File: config.mk
export PLATFORM = sky130hd
export DESIGN_NAME = cnn_window_gen
export DESIGN_NICKNAME = d
export VERILOG_FILES = /design/src/rtl/cnn_win_pkg.sv /design/src/rtl/cnn_pix_ram.sv /design/src/rtl/cnn_window_gen.sv
export SDC_FILE = /design/constraint.sdc
export NUM_CORES = 1
export LEC_CHECK = 0
export CORE_MARGIN = 5
export CORE_UTILIZATION = 57
export DETAILED_ROUTE_END_ITERATION = 8
export PLACE_DENSITY = 0.74
export SLEW_MARGIN = 15
export SYNTH_ARGS = -nofsm -noshare
export SYNTH_HDL_FRONTEND = slang
export SYNTH_HIERARCHICAL = 1
export SYNTH_SLANG_ARGS = --single-unit
File: constraint.sdc
create_clock -name clk -period 10.8 [get_ports clk]
set_clock_uncertainty 0.2 [all_clocks]
set_input_delay 2.16 -clock clk [delete_from_list [all_inputs] [get_ports clk]]
set_output_delay 2.16 -clock clk [all_outputs]
set_load 0.02 [all_outputs]
File: src/rtl/cnn_win_pkg.sv
// Shared types and helpers for the CNN window generator.
package cnn_win_pkg;

  typedef enum logic [1:0] {
    IDLE  = 2'd0,
    FETCH = 2'd1,
    ADV   = 2'd2,
    DONE  = 2'd3
  } win_state_t;

  function automatic int pix_per_byte(input int pix_w);
    return 32'sd8 / pix_w;
  endfunction

endpackage

File: src/rtl/cnn_pix_ram.sv
// Frame pixel store: simple dual-port RAM, one write port and one registered
// read port. The array itself is not reset.
module cnn_pix_ram #(
  parameter int DEPTH  = 784,
  parameter int WIDTH  = 1,
  parameter int ADDR_W = $clog2(DEPTH)
) (
  input  logic              clk,
  input  logic              we,
  input  logic [ADDR_W-1:0] waddr,
  input  logic [WIDTH-1:0]  wdata,
  input  logic              re,
  input  logic [ADDR_W-1:0] raddr,
  output logic [WIDTH-1:0]  rdata
);

  logic [WIDTH-1:0] mem [DEPTH];
  logic [WIDTH-1:0] rdata_q;

  // Write port and registered read port.
  always_ff @(posedge clk) begin
    if (we) begin
      mem[waddr] <= wdata;
    end
    if (re) begin
      rdata_q <= mem[raddr];
    end
  end

  assign rdata = rdata_q;

endmodule

File: src/rtl/cnn_window_gen.sv
// Sliding KxK window generator: unpacks input bytes into a frame RAM and streams
// every valid window, one pixel per cycle. Define CNN_WIN_PIPE_EN for an extra output stage.
module cnn_window_gen
  import cnn_win_pkg::*;
#(
  parameter int IMG_W = 28,
  parameter int IMG_H = 28,
  parameter int K     = 3,
  parameter int PIX_W = 1
) (
  input  logic             clk,
  input  logic             rst_n,
  input  logic             frame_clr,
  input  logic             in_vld,
  input  logic [7:0]       in_data,
  output logic             in_rdy,
  input  logic             win_rdy,
  output logic             pix_vld,
  output logic [PIX_W-1:0] pix_data,
  output logic             pix_first,
  output logic             pix_last,
  output logic             win_last,
  output logic             frame_done,
  output logic             overflow
);

  localparam int NPIX = IMG_W * IMG_H;
  localparam int PPB  = pix_per_byte(PIX_W);
  localparam int AW   = $clog2(NPIX + 1);
  localparam int RAW  = $clog2(NPIX);
  localparam int KW   = $clog2(K);
  localparam int CW   = $clog2(PPB + 1);
  localparam int LW   = $clog2(IMG_W);

  localparam logic [AW-1:0] NPIX_A     = AW'(NPIX);
  localparam logic [AW-1:0] ANCHOR0    = AW'((K - 1) * IMG_W + K - 1);
  localparam logic [AW-1:0] ANCHOR_END = AW'(NPIX - 1);
  localparam logic [AW-1:0] ROW_STEP   = AW'(IMG_W - K + 1);
  localparam logic [AW-1:0] K_A        = AW'(K);
  localparam logic [KW-1:0] K_LAST     = KW'(K - 1);
  localparam logic [LW-1:0] COL_LAST   = LW'(IMG_W - K);
  localparam logic [CW-1:0] PPB_C      = CW'(PPB);

  logic [AW-1:0]    wr_ptr_q, wr_ptr_d;
  logic [7:0]       byte_q, byte_d;
  logic [CW-1:0]    cnt_q, cnt_d;
  logic             in_rdy_q, in_rdy_d;
  logic             ovf_q, ovf_d;
  logic             wr_en_s;

  win_state_t       state_q, state_d;
  logic [AW-1:0]    anchor_q, anchor_d;
  logic [LW-1:0]    col_q, col_d;
  logic [KW-1:0]    r_q, r_d, c_q, c_d;
  logic [AW-1:0]    off_q, off_d;

  logic             rd_en_s;
  logic [RAW-1:0]   rd_addr_s;
  logic [PIX_W-1:0] rdata_s;
  logic             vld1_q, vld1_d, first1_q, first1_d, last1_q, last1_d;
  logic             wlast1_q, wlast1_d, done_q, done_d;

  cnn_pix_ram #(
    .DEPTH (NPIX),
    .WIDTH (PIX_W),
    .ADDR_W(RAW)
  ) u_ram (
    .clk  (clk),
    .we   (wr_en_s),
    .waddr(RAW'(wr_ptr_q)),
    .wdata(byte_q[PIX_W-1:0]),
    .re   (rd_en_s),
    .raddr(rd_addr_s),
    .rdata(rdata_s)
  );

  // Unpacker: latch an accepted byte, then write one pixel per cycle, LSB first.
  always_comb begin
    wr_ptr_d = wr_ptr_q;
    byte_d   = byte_q;
    cnt_d    = cnt_q;
    in_rdy_d = in_rdy_q;
    ovf_d    = ovf_q;
    wr_en_s  = 1'b0;
    if (cnt_q != '0) begin
      wr_en_s  = (wr_ptr_q != NPIX_A);
      wr_ptr_d = wr_en_s ? wr_ptr_q + 1'b1 : wr_ptr_q;
      byte_d   = byte_q >> PIX_W;
      cnt_d    = cnt_q - 1'b1;
      in_rdy_d = (cnt_q == CW'(1));
    end else begin
      wr_en_s  = 1'b0;
    end
    if (in_vld) begin
      if (in_rdy_q && (wr_ptr_q != NPIX_A)) begin
        byte_d   = in_data;
        cnt_d    = PPB_C;
        in_rdy_d = 1'b0;
      end else begin
        ovf_d    = 1'b1;
      end
    end else begin
      ovf_d = ovf_q;
    end
    if (frame_clr) begin
      wr_ptr_d = '0;
      byte_d   = '0;
      cnt_d    = '0;
      in_rdy_d = 1'b1;
      ovf_d    = 1'b0;
    end else begin
      ovf_d = ovf_d;
    end
  end

  // Read FSM state and window position registers.
  always_ff @(posedge clk or negedge rst_n) begin
    if (!rst_n) begin
      wr_ptr_q <= '0;
      byte_q   <= '0;
      cnt_q    <= '0;
      in_rdy_q <= 1'b1;
      ovf_q    <= 1'b0;
      state_q  <= IDLE;
      anchor_q <= ANCHOR0;
      col_q    <= '0;
      r_q      <= '0;
      c_q      <= '0;
      off_q    <= '0;
    end else begin
      wr_ptr_q <= wr_ptr_d;
      byte_q   <= byte_d;
      cnt_q    <= cnt_d;
      in_rdy_q <= in_rdy_d;
      ovf_q    <= ovf_d;
      state_q  <= state_d;
      anchor_q <= anchor_d;
      col_q    <= col_d;
      r_q      <= r_d;
      c_q      <= c_d;
      off_q    <= off_d;
    end
  end

  // Next state; off_q is the offset of the current fetch from the window's top-left pixel.
  always_comb begin
    state_d  = state_q;
    anchor_d = anchor_q;
    col_d    = col_q;
    r_d      = r_q;
    c_d      = c_q;
    off_d    = off_q;
    case (state_q)
      IDLE: begin
        if (win_rdy && (anchor_q < wr_ptr_q)) begin
          state_d = FETCH;
          r_d     = '0;
          c_d     = '0;
          off_d   = '0;
        end else begin
          state_d = IDLE;
        end
      end
      FETCH: begin
        if (c_q == K_LAST) begin
          c_d   = '0;
          r_d   = r_q + 1'b1;
          off_d = off_q + ROW_STEP;
          state_d = (r_q == K_LAST) ? ADV : FETCH;
        end else begin
          c_d   = c_q + 1'b1;
          off_d = off_q + 1'b1;
        end
      end
      ADV: begin
        if (col_q == COL_LAST) begin
          col_d    = '0;
          anchor_d = anchor_q + K_A;
        end else begin
          col_d    = col_q + 1'b1;
          anchor_d = anchor_q + 1'b1;
        end
        state_d = (anchor_q == ANCHOR_END) ? DONE : IDLE;
      end
      DONE:    state_d = DONE;
      default: state_d = IDLE;
    endcase
    if (frame_clr) begin
      state_d  = IDLE;
      anchor_d = ANCHOR0;
      col_d    = '0;
      r_d      = '0;
      c_d      = '0;
      off_d    = '0;
    end else begin
      state_d = state_d;
    end
  end

  // Read address and sideband flags; they reach the outputs with the RAM data.
  always_comb begin
    rd_en_s   = (state_q == FETCH);
    rd_addr_s = RAW'(anchor_q - ANCHOR0 + off_q);
    vld1_d    = rd_en_s && !frame_clr;
    first1_d  = vld1_d && (r_q == '0) && (c_q == '0);
    last1_d   = vld1_d && (r_q == K_LAST) && (c_q == K_LAST);
    wlast1_d  = last1_d && (anchor_q == ANCHOR_END);
    done_d    = (state_d == DONE);
  end

  // First output stage, aligned with the RAM read register.
  always_ff @(posedge clk or negedge rst_n) begin
    if (!rst_n) begin
      vld1_q   <= 1'b0;
      first1_q <= 1'b0;
      last1_q  <= 1'b0;
      wlast1_q <= 1'b0;
      done_q   <= 1'b0;
    end else begin
      vld1_q   <= vld1_d;
      first1_q <= first1_d;
      last1_q  <= last1_d;
      wlast1_q <= wlast1_d;
      done_q   <= done_d;
    end
  end

`ifdef CNN_WIN_PIPE_EN
  logic             vld2_q, vld2_d, first2_q, first2_d, last2_q, last2_d, wlast2_q, wlast2_d;
  logic [PIX_W-1:0] data2_q, data2_d;

  // Extra output stage; a frame clear also kills the pixel held here.
  always_comb begin
    vld2_d   = vld1_q && !frame_clr;
    first2_d = first1_q && vld2_d;
    last2_d  = last1_q && vld2_d;
    wlast2_d = wlast1_q && vld2_d;
    data2_d  = vld2_d ? rdata_s : '0;
  end

  // Output register of the extra stage.
  always_ff @(posedge clk or negedge rst_n) begin
    if (!rst_n) begin
      vld2_q   <= 1'b0;
      first2_q <= 1'b0;
      last2_q  <= 1'b0;
      wlast2_q <= 1'b0;
      data2_q  <= '0;
    end else begin
      vld2_q   <= vld2_d;
      first2_q <= first2_d;
      last2_q  <= last2_d;
      wlast2_q <= wlast2_d;
      data2_q  <= data2_d;
    end
  end

  assign pix_vld   = vld2_q;
  assign pix_data  = data2_q;
  assign pix_first = first2_q;
  assign pix_last  = last2_q;
  assign win_last  = wlast2_q;
`else
  assign pix_vld   = vld1_q;
  assign pix_data  = vld1_q ? rdata_s : '0;
  assign pix_first = first1_q;
  assign pix_last  = last1_q;
  assign win_last  = wlast1_q;
`endif

  assign in_rdy     = in_rdy_q;
  assign frame_done = done_q;
  assign overflow   = ovf_q;

endmodule

==> flow_summary.json, run 1 <==
{
  "finish.instance_area_sq_um": 41900,
  "cts_hold_buf": 0,
  "cts.clk_slew.worst_paths_ps": 60,
  "maxSlewHeadroom_pct": 21.6,
  "postLayoutCoreUtil_pct": 62.6,
  "cts_setup_buffers": 0,
  "grt_use_met2_pct": 42.3,
  "grt_overflow": 0,
  "routed-via-count": 24400,
  "num_antenna_cells": 0,
  "die_y_um": 270,
  "gp_congestion": 0.889,
  "wirelength_um": 100000,
  "hold_viol_final": 0,
  "async_flop_share_pct": 7.10,
  "synth-seq-cells": 845,
  "synthTopCellsByCount": "874 x nor2_1, 785 x edfxtp_1, 170 x mux4_2",
  "initial_utilization_pct": 57.4,
  "worst_hold_startpoint": "off_q[8]",
  "syn_inst": 2897,
  "rsz0062_at_grt": "no",
  "n_fill_cell": 4881,
  "slew_viol_final": 0,
  "dpl.hpwl_um": 56200,
  "finalCritPeriodShare_pct": 47.1,
  "max_freq_ghz": 0.196,
  "grt_antenna_before_repair": 2,
  "synth_edf_count": 785,
  "crit_arrival_ps": 5250,
  "grt_pass1_wl_um": 150000,
  "multi_input_area_sq_um": 12100,
  "worstRegToRegCells": 16,
  "synthFlopType": "edfxtp_1",
  "synth_top_area_share_pct": 61.2,
  "gr-usage-all-layers_pct": 27.2,
  "cts_resized": 0,
  "clkPwrFrac_pct": 40.1,
  "synth_cell_types": 82,
  "finalSetupTns_ps": 0,
  "clock_path_buffers": 3,
  "switching_power_mw": 1.78,
  "cp-end-kind": "flop",
  "core_area_sq_um": 67000,
  "rr_endpoint": "u_ram/rdata",
  "cts-root-buf": "clkbuf_16",
  "drive_gt1_share_pct": 13.7,
  "fp-row-count": 95,
  "synthTopCellsByArea": "edfxtp_1 61%, mux4_2 9.9%, nor2_1 8.5%, dfrtp_1 3.6%, mux2i_1 1.7%",
  "cts-buffers-inserted": 86,
  "power_density_nw_per_um2": 179,
  "syn_nets": 2949,
  "first_pass_iters": 6,
  "grt_use_met1_pct": 37.5,
  "rr_startpoint": "anchor_q[1]",
  "cts_tree": "yes",
  "crit_type": "reg -> reg",
  "holdPathStages": 1,
  "antenna_left": 0,
  "ff_latch_area_sq_um": 25100,
  "grt_max_degree": 320,
  "drtIter0Drc": 3677,
  "post-synth-top-count-cell": "nor2_1",
  "syn_avg_cell_area_sq_um": 13.3,
  "synth_warnings": 6,
  "yosysTopAreaCell": "edfxtp_1",
  "fin_crit_ps": 5090,
  "tightest_slew_ps": 1180,
  "leakagePower_nw": 12.7,
  "insertion_delay_ps": 650,
  "placed_area_sq_um": 39100,
  "hold_end": "off_q[8]",
  "finalNetCount": 2862,
  "drc": 0,
  "crit_path_start_kind": "flop",
  "cp.required_ps": 10960,
  "pwr-share-seq_pct": 51.6,
  "fp.dieW_um": 270,
  "grt_pass1_vias": 24100,
  "ys_seq_area_share_pct": 65.1,
  "htreeDepth": 3,
  "vdd_ir_drop_max_v": 0.000147,
  "ioPinCount": 21,
  "portBuffers": 20,
  "drv_cap": 0,
  "busiest_layer": "met2",
  "syn_to_final_growth_pct": 8.95,
  "status": "complete, no violations",
  "viasPerCell": 6.50,
  "p_comb_share_pct": 8.3,
  "p_int_mw": 5.71,
  "wl_per_cell_um": 26.7,
  "met3_usage_pct": 6.35,
  "dieArea_sq_um": 72800,
  "swShare_pct": 23.8,
  "setup_violations": 0,
  "hold_path_class": "reg -> reg",
  "clkSinkCount": 845,
  "r2r_slack_ps": 5710,
  "crit_fanout": 25,
  "synth_area_sq_um": 38500
}
## through the flow
stage	std cells	hold WS, ps	worst slack [ps]	power (mW)
after floorplan	2897	256	4330	4.36
after global placement	3594	278	6010	4.50
after detailed placement	3594	290	5940	4.53
after CTS	3753	304	5840	7.50
after global routing	3754	342	5450	7.71
final	3754	304	5710	7.49
## area by class of cell
type                            count  share of cell area, %
Sequential cell                   845                   59.8
Tap cell                          873                   2.60
Timing Repair Buffer               75                   1.56
Clock inverter                     45                   1.10
Inverter                           42                  0.376
Multi-Input combinational cell   1760                   28.9
Clock buffer                      114                   5.68
## layout by cell type, fill, tap and decap left out, types with 12 or more instances in the layout
master / netlist / final
a211oi_1: 14 / 14
a21oi_1: 55 / 55
a22oi_1: 21 / 21
and3_1: 12 / 12
buf_4: 14 / 50
clkbuf_1: 150 / 21
clkbuf_16: 0 / 91
clkdlybuf4s50_1: 0 / 18
clkinv_1: 1 / 15
clkinv_2: 0 / 16
dfrtp_1: 55 / 54
edfxtp_1: 785 / 785
ha_1: 37 / 35
inv_1: 40 / 40
mux2i_1: 67 / 67
mux4_2: 170 / 170
nand2_1: 137 / 135
nand2b_1: 19 / 19
nand3_1: 57 / 48
nand4_1: 22 / 22
nor2_1: 874 / 874
nor2b_1: 17 / 17
nor3_1: 29 / 29
o21ai_0: 27 / 27
o221ai_1: 18 / 18
o22ai_1: 15 / 15
xnor2_1: 24 / 20
## power groups by stage
stage	logic [mW]	clock network, mW	registers (mW)
3_3_place_gp	0.565	0	3.93
6_report	0.618	3.01	3.87
3_5_place_dp	0.591	0	3.94
2_1_floorplan	0.232	0	4.13
4_1_cts	0.594	3.04	3.87
5_1_grt	0.659	3.18	3.87
## sequential cells by signal, indices dropped and copies added (netlist names), 2 cells and up
name	cells
cnt_q	4
r_q	2
off_q	10
state_q	2
col_q	5
u_ram/mem	784
wr_ptr_q	10
byte_q	8
anchor_q	10
c_q	2
## critical path: stages, from the launching register on
cell,delay [ps]
dfstp_2,570
inv_1,80
ha_1,190
inv_1,100
ha_1,240
a21o_1,180
a21oi_1,230
xnor2_2,140
buf_4,290
clkinv_1,900
nand2_1,310
a21oi_1,130
a2111oi_0,570
o31ai_1,130
o221ai_1,220
a41o_1,220
o311ai_1,100
## how the worst max path moves through the flow
stage                     slack (ps)   startpoint  depth (start not counted)           end
final                           5710  anchor_q[1]                         16   u_ram/rdata
after global routing            5450  anchor_q[1]                         16   u_ram/rdata
after CTS                       5840  anchor_q[1]                         16   u_ram/rdata
after detailed placement        5940  anchor_q[1]                         13   u_ram/rdata
after global placement          6010  anchor_q[1]                         13   u_ram/rdata
after floorplan                 4330    byte_q[0]                          0  u_ram/mem[0]
## routing by layer
layer	share of wire (%)	up-vias	wire length (um)
met3	12	277	12300
met2	47	1472	47000
met4	4.4	2	4440
met1	36	12300	36500
met5	0.013	-	13
li1	-	10400	-
## cells by family after synthesis
kind of cell / after synthesis / synth area share [%]
AO/OA/AOI/OAI: 223 / 3.97
AND/OR/NAND/NOR: 1226 / 13.3
XOR/XNOR: 29 / 0.660
flip-flops: 845 / 65.1
multiplexers: 243 / 11.9
adder cells (fa/ha/maj): 39 / 1.31
buffers and inverters: 292 / 3.73
Power figures use the tool's default switching activity.
==> run 2: changes to the inputs <==
- CORE_UTILIZATION: 57 -> 63
- PLACE_DENSITY: 0.74 -> 0.77
- clock period: 10.8 -> 4.8 ns (I/O delays scaled with it)
==> run 2 against run 1 <==
  * Via count up 2.5%
  * Utilization is 7.3 points higher
  * Global-route usage increased by 3.6 points
  * Sequential share of layout area is 0.45 points lower
  * Register-to-register slack worse by 5500 ps
  * Fmax grew 11%
  * Count of clock-buffer cells in the layout fell by 7
  * Highest routed layer unchanged
  * Non-clock buffer count up 48
  * Final area increased by 0.75%
==> flow_summary.json, run 2 (synthesis results as in run 1) <==
{
  "crit_type": "reg -> reg",
  "crit_arrival_ps": 4790,
  "clock_path_buffers": 3,
  "antenna_left": 0,
  "dpl.hpwl_um": 59700,
  "finalSetupTns_ps": 0,
  "finalNetCount": 2909,
  "n_fill_cell": 3993,
  "cts_setup_buffers": 0,
  "stdcell_count": 3707,
  "vdd_ir_drop_max_v": 0.000397,
  "drtIter0Drc": 3901,
  "syn_to_final_growth_pct": 9.77,
  "path_cells": "inv_1, ha_1, inv_1, ha_4, fa_2, a21o_1, a21oi_1, o21ai_0, nor2_1, xnor2_2, nor4b_1, o211ai_1, a211oi_1, nor4_1, nand4_1, nor2_1, nand3_1, o311ai_1",
  "cts_tree": "yes",
  "largest_register_ffs": 784,
  "grt_pass1_vias": 24100,
  "mostFrequentLayoutCell": "nor2_1",
  "setup_violations": 0,
  "grt_overflow": 0,
  "drv_cap": 0,
  "drive_gt1_share_pct": 14.7,
  "hold_viol_final": 0,
  "p_int_mw": 12.9,
  "htreeDepth": 3,
  "gp_congestion": 0.924,
  "max_freq_ghz": 0.217,
  "swShare_pct": 23.7,
  "pre_cts_slack_ps": 318,
  "cts-root-buf": "clkbuf_16",
  "first_pass_iters": 6,
  "wirelength_um": 102000,
  "ioPinCount": 21,
  "maxSlewHeadroom_pct": 19.3,
  "cp.required_ps": 4980,
  "clkPwrFrac_pct": 40.1,
  "grt_pass1_wl_um": 152000,
  "cp_slowest_stage_delay_ps": 570,
  "dieArea_sq_um": 66200,
  "r2r_slack_ps": 190,
  "routed-via-count": 25000,
  "insertion_delay_ps": 640,
  "setup_slack_ps": 192,
  "fp.dieW_um": 257,
  "largest-register": "u_ram/mem",
  "crit_path_start_kind": "flop",
  "pwr-share-seq_pct": 51.6,
  "finalCritPeriodShare_pct": 96.0,
  "tightest_slew_ps": 1200,
  "portBuffers": 20,
  "power_density_nw_per_um2": 399,
  "cts-buffers-inserted": 85,
  "hold_path_class": "in -> async",
  "layout_common_cells": "874 x nor2_1, 785 x edfxtp_1, 170 x mux4_2, 134 x nand2_1, 89 x buf_4",
  "status": "complete, no violations",
  "fin_crit_ps": 4610,
  "initial_utilization_pct": 63.7,
  "viasPerCell": 6.75,
  "post-place-cells": 3552,
  "drc": 0,
  "crit_fanout": 12,
  "slew_viol_final": 0,
  "gr-usage-all-layers_pct": 30.7,
  "grt_antenna_before_repair": 1,
  "fp-row-count": 90,
  "crit_path_top_delay_cell": "dfstp_2",
  "cts.clk_slew.worst_paths_ps": 70,
  "cts_resized": 0,
  "clkSinkCount": 845,
  "grt_max_degree": 164,
  "p_comb_share_pct": 8.2,
  "die_y_um": 257,
  "core_area_sq_um": 60500,
  "wl_per_cell_um": 27.6,
  "cts_hold_buf": 0,
  "leakagePower_nw": 12.9,
  "whs_ps": 193,
  "rsz0062_at_grt": "no",
  "cp-end-kind": "flop",
  "switching_power_mw": 3.99
}
==> run 2: cell types whose count changed in the layout (fill, tap and decap cells not counted), moves of 3 or more <==
cell / change
buf_4: +39
nand3_2: -9
bufinv_16: +3
clkinv_2: -6
clkbuf_1: -4
buf_12: +12
clkbuf_16: -4
clkinv_1: +3
nand3_1: +9
==> run 2: per-stage QoR <==
step | area (sq um) | util [%] | power, mW
6_report | 42300 | 69.9 | 16.9
5_1_grt | 42300 | 69.9 | 17.3
4_1_cts | 42300 | 69.9 | 16.9
3_5_place_dp | 39400 | 65.2 | 10.2
3_3_place_gp | 39400 | 65.2 | 10.1
2_1_floorplan | 38500 | - | 9.70
==> run 2: area by class of cell <==
type / count / area, sq um / area share (%)
Antenna cell: 1 / 2.50 / 0.00592
Clock buffer: 107 / 2280 / 5.40
Clock inverter: 47 / 552 / 1.31
Inverter: 42 / 158 / 0.373
Multi-Input combinational cell: 1760 / 12100 / 28.6
Sequential cell: 845 / 25100 / 59.4
Tap cell: 782 / 978 / 2.32
Timing Repair Buffer: 123 / 1140 / 2.69
==> run 2: power groups by stage <==
| stage | sequential (mW) | combinational (mW) | clock [mW] |
|---|---|---|---|
| 2_1_floorplan | 9.18 | 0.523 | 0 |
| 3_3_place_gp | 8.85 | 1.28 | 0 |
| 3_5_place_dp | 8.86 | 1.34 | 0 |
| 4_1_cts | 8.71 | 1.35 | 6.84 |
| 5_1_grt | 8.72 | 1.47 | 7.14 |
| 6_report | 8.72 | 1.39 | 6.77 |
==> run 2: critical path: cells and delay by family (launching register included) <==
family | cells | cell delay [ps]
buf+inv | 2 | 150
xor+xnor | 1 | 280
flops | 1 | 570
fa+ha+maj | 3 | 870
simple gates | 6 | 1080
compound gates | 6 | 1200
==> run 2: per-layer routing <==
metal	wire length (um)	up-vias	GRT usage [%]	share of wire [%]
li1	-	10500	-	-
met1	36000	12500	42.6	35
met2	47600	1703	47.9	46
met3	13600	326	7.87	13
met4	5160	2	12.0	5.0
met5	13	-	0	0.013
==> run 2: worst paths after layout <==
check | from | endpoint | cells past startpoint
max | anchor_q[1] | u_ram/rdata | 18
min | rst_n | cnt_q[0] | 1
max reg2reg | anchor_q[1] | u_ram/rdata | 18
min reg2reg | off_q[8] | off_q[8] | 1
max in group asynchronous | rst_n | anchor_q[1] | 2
min in group clk | off_q[8] | off_q[8] | 1
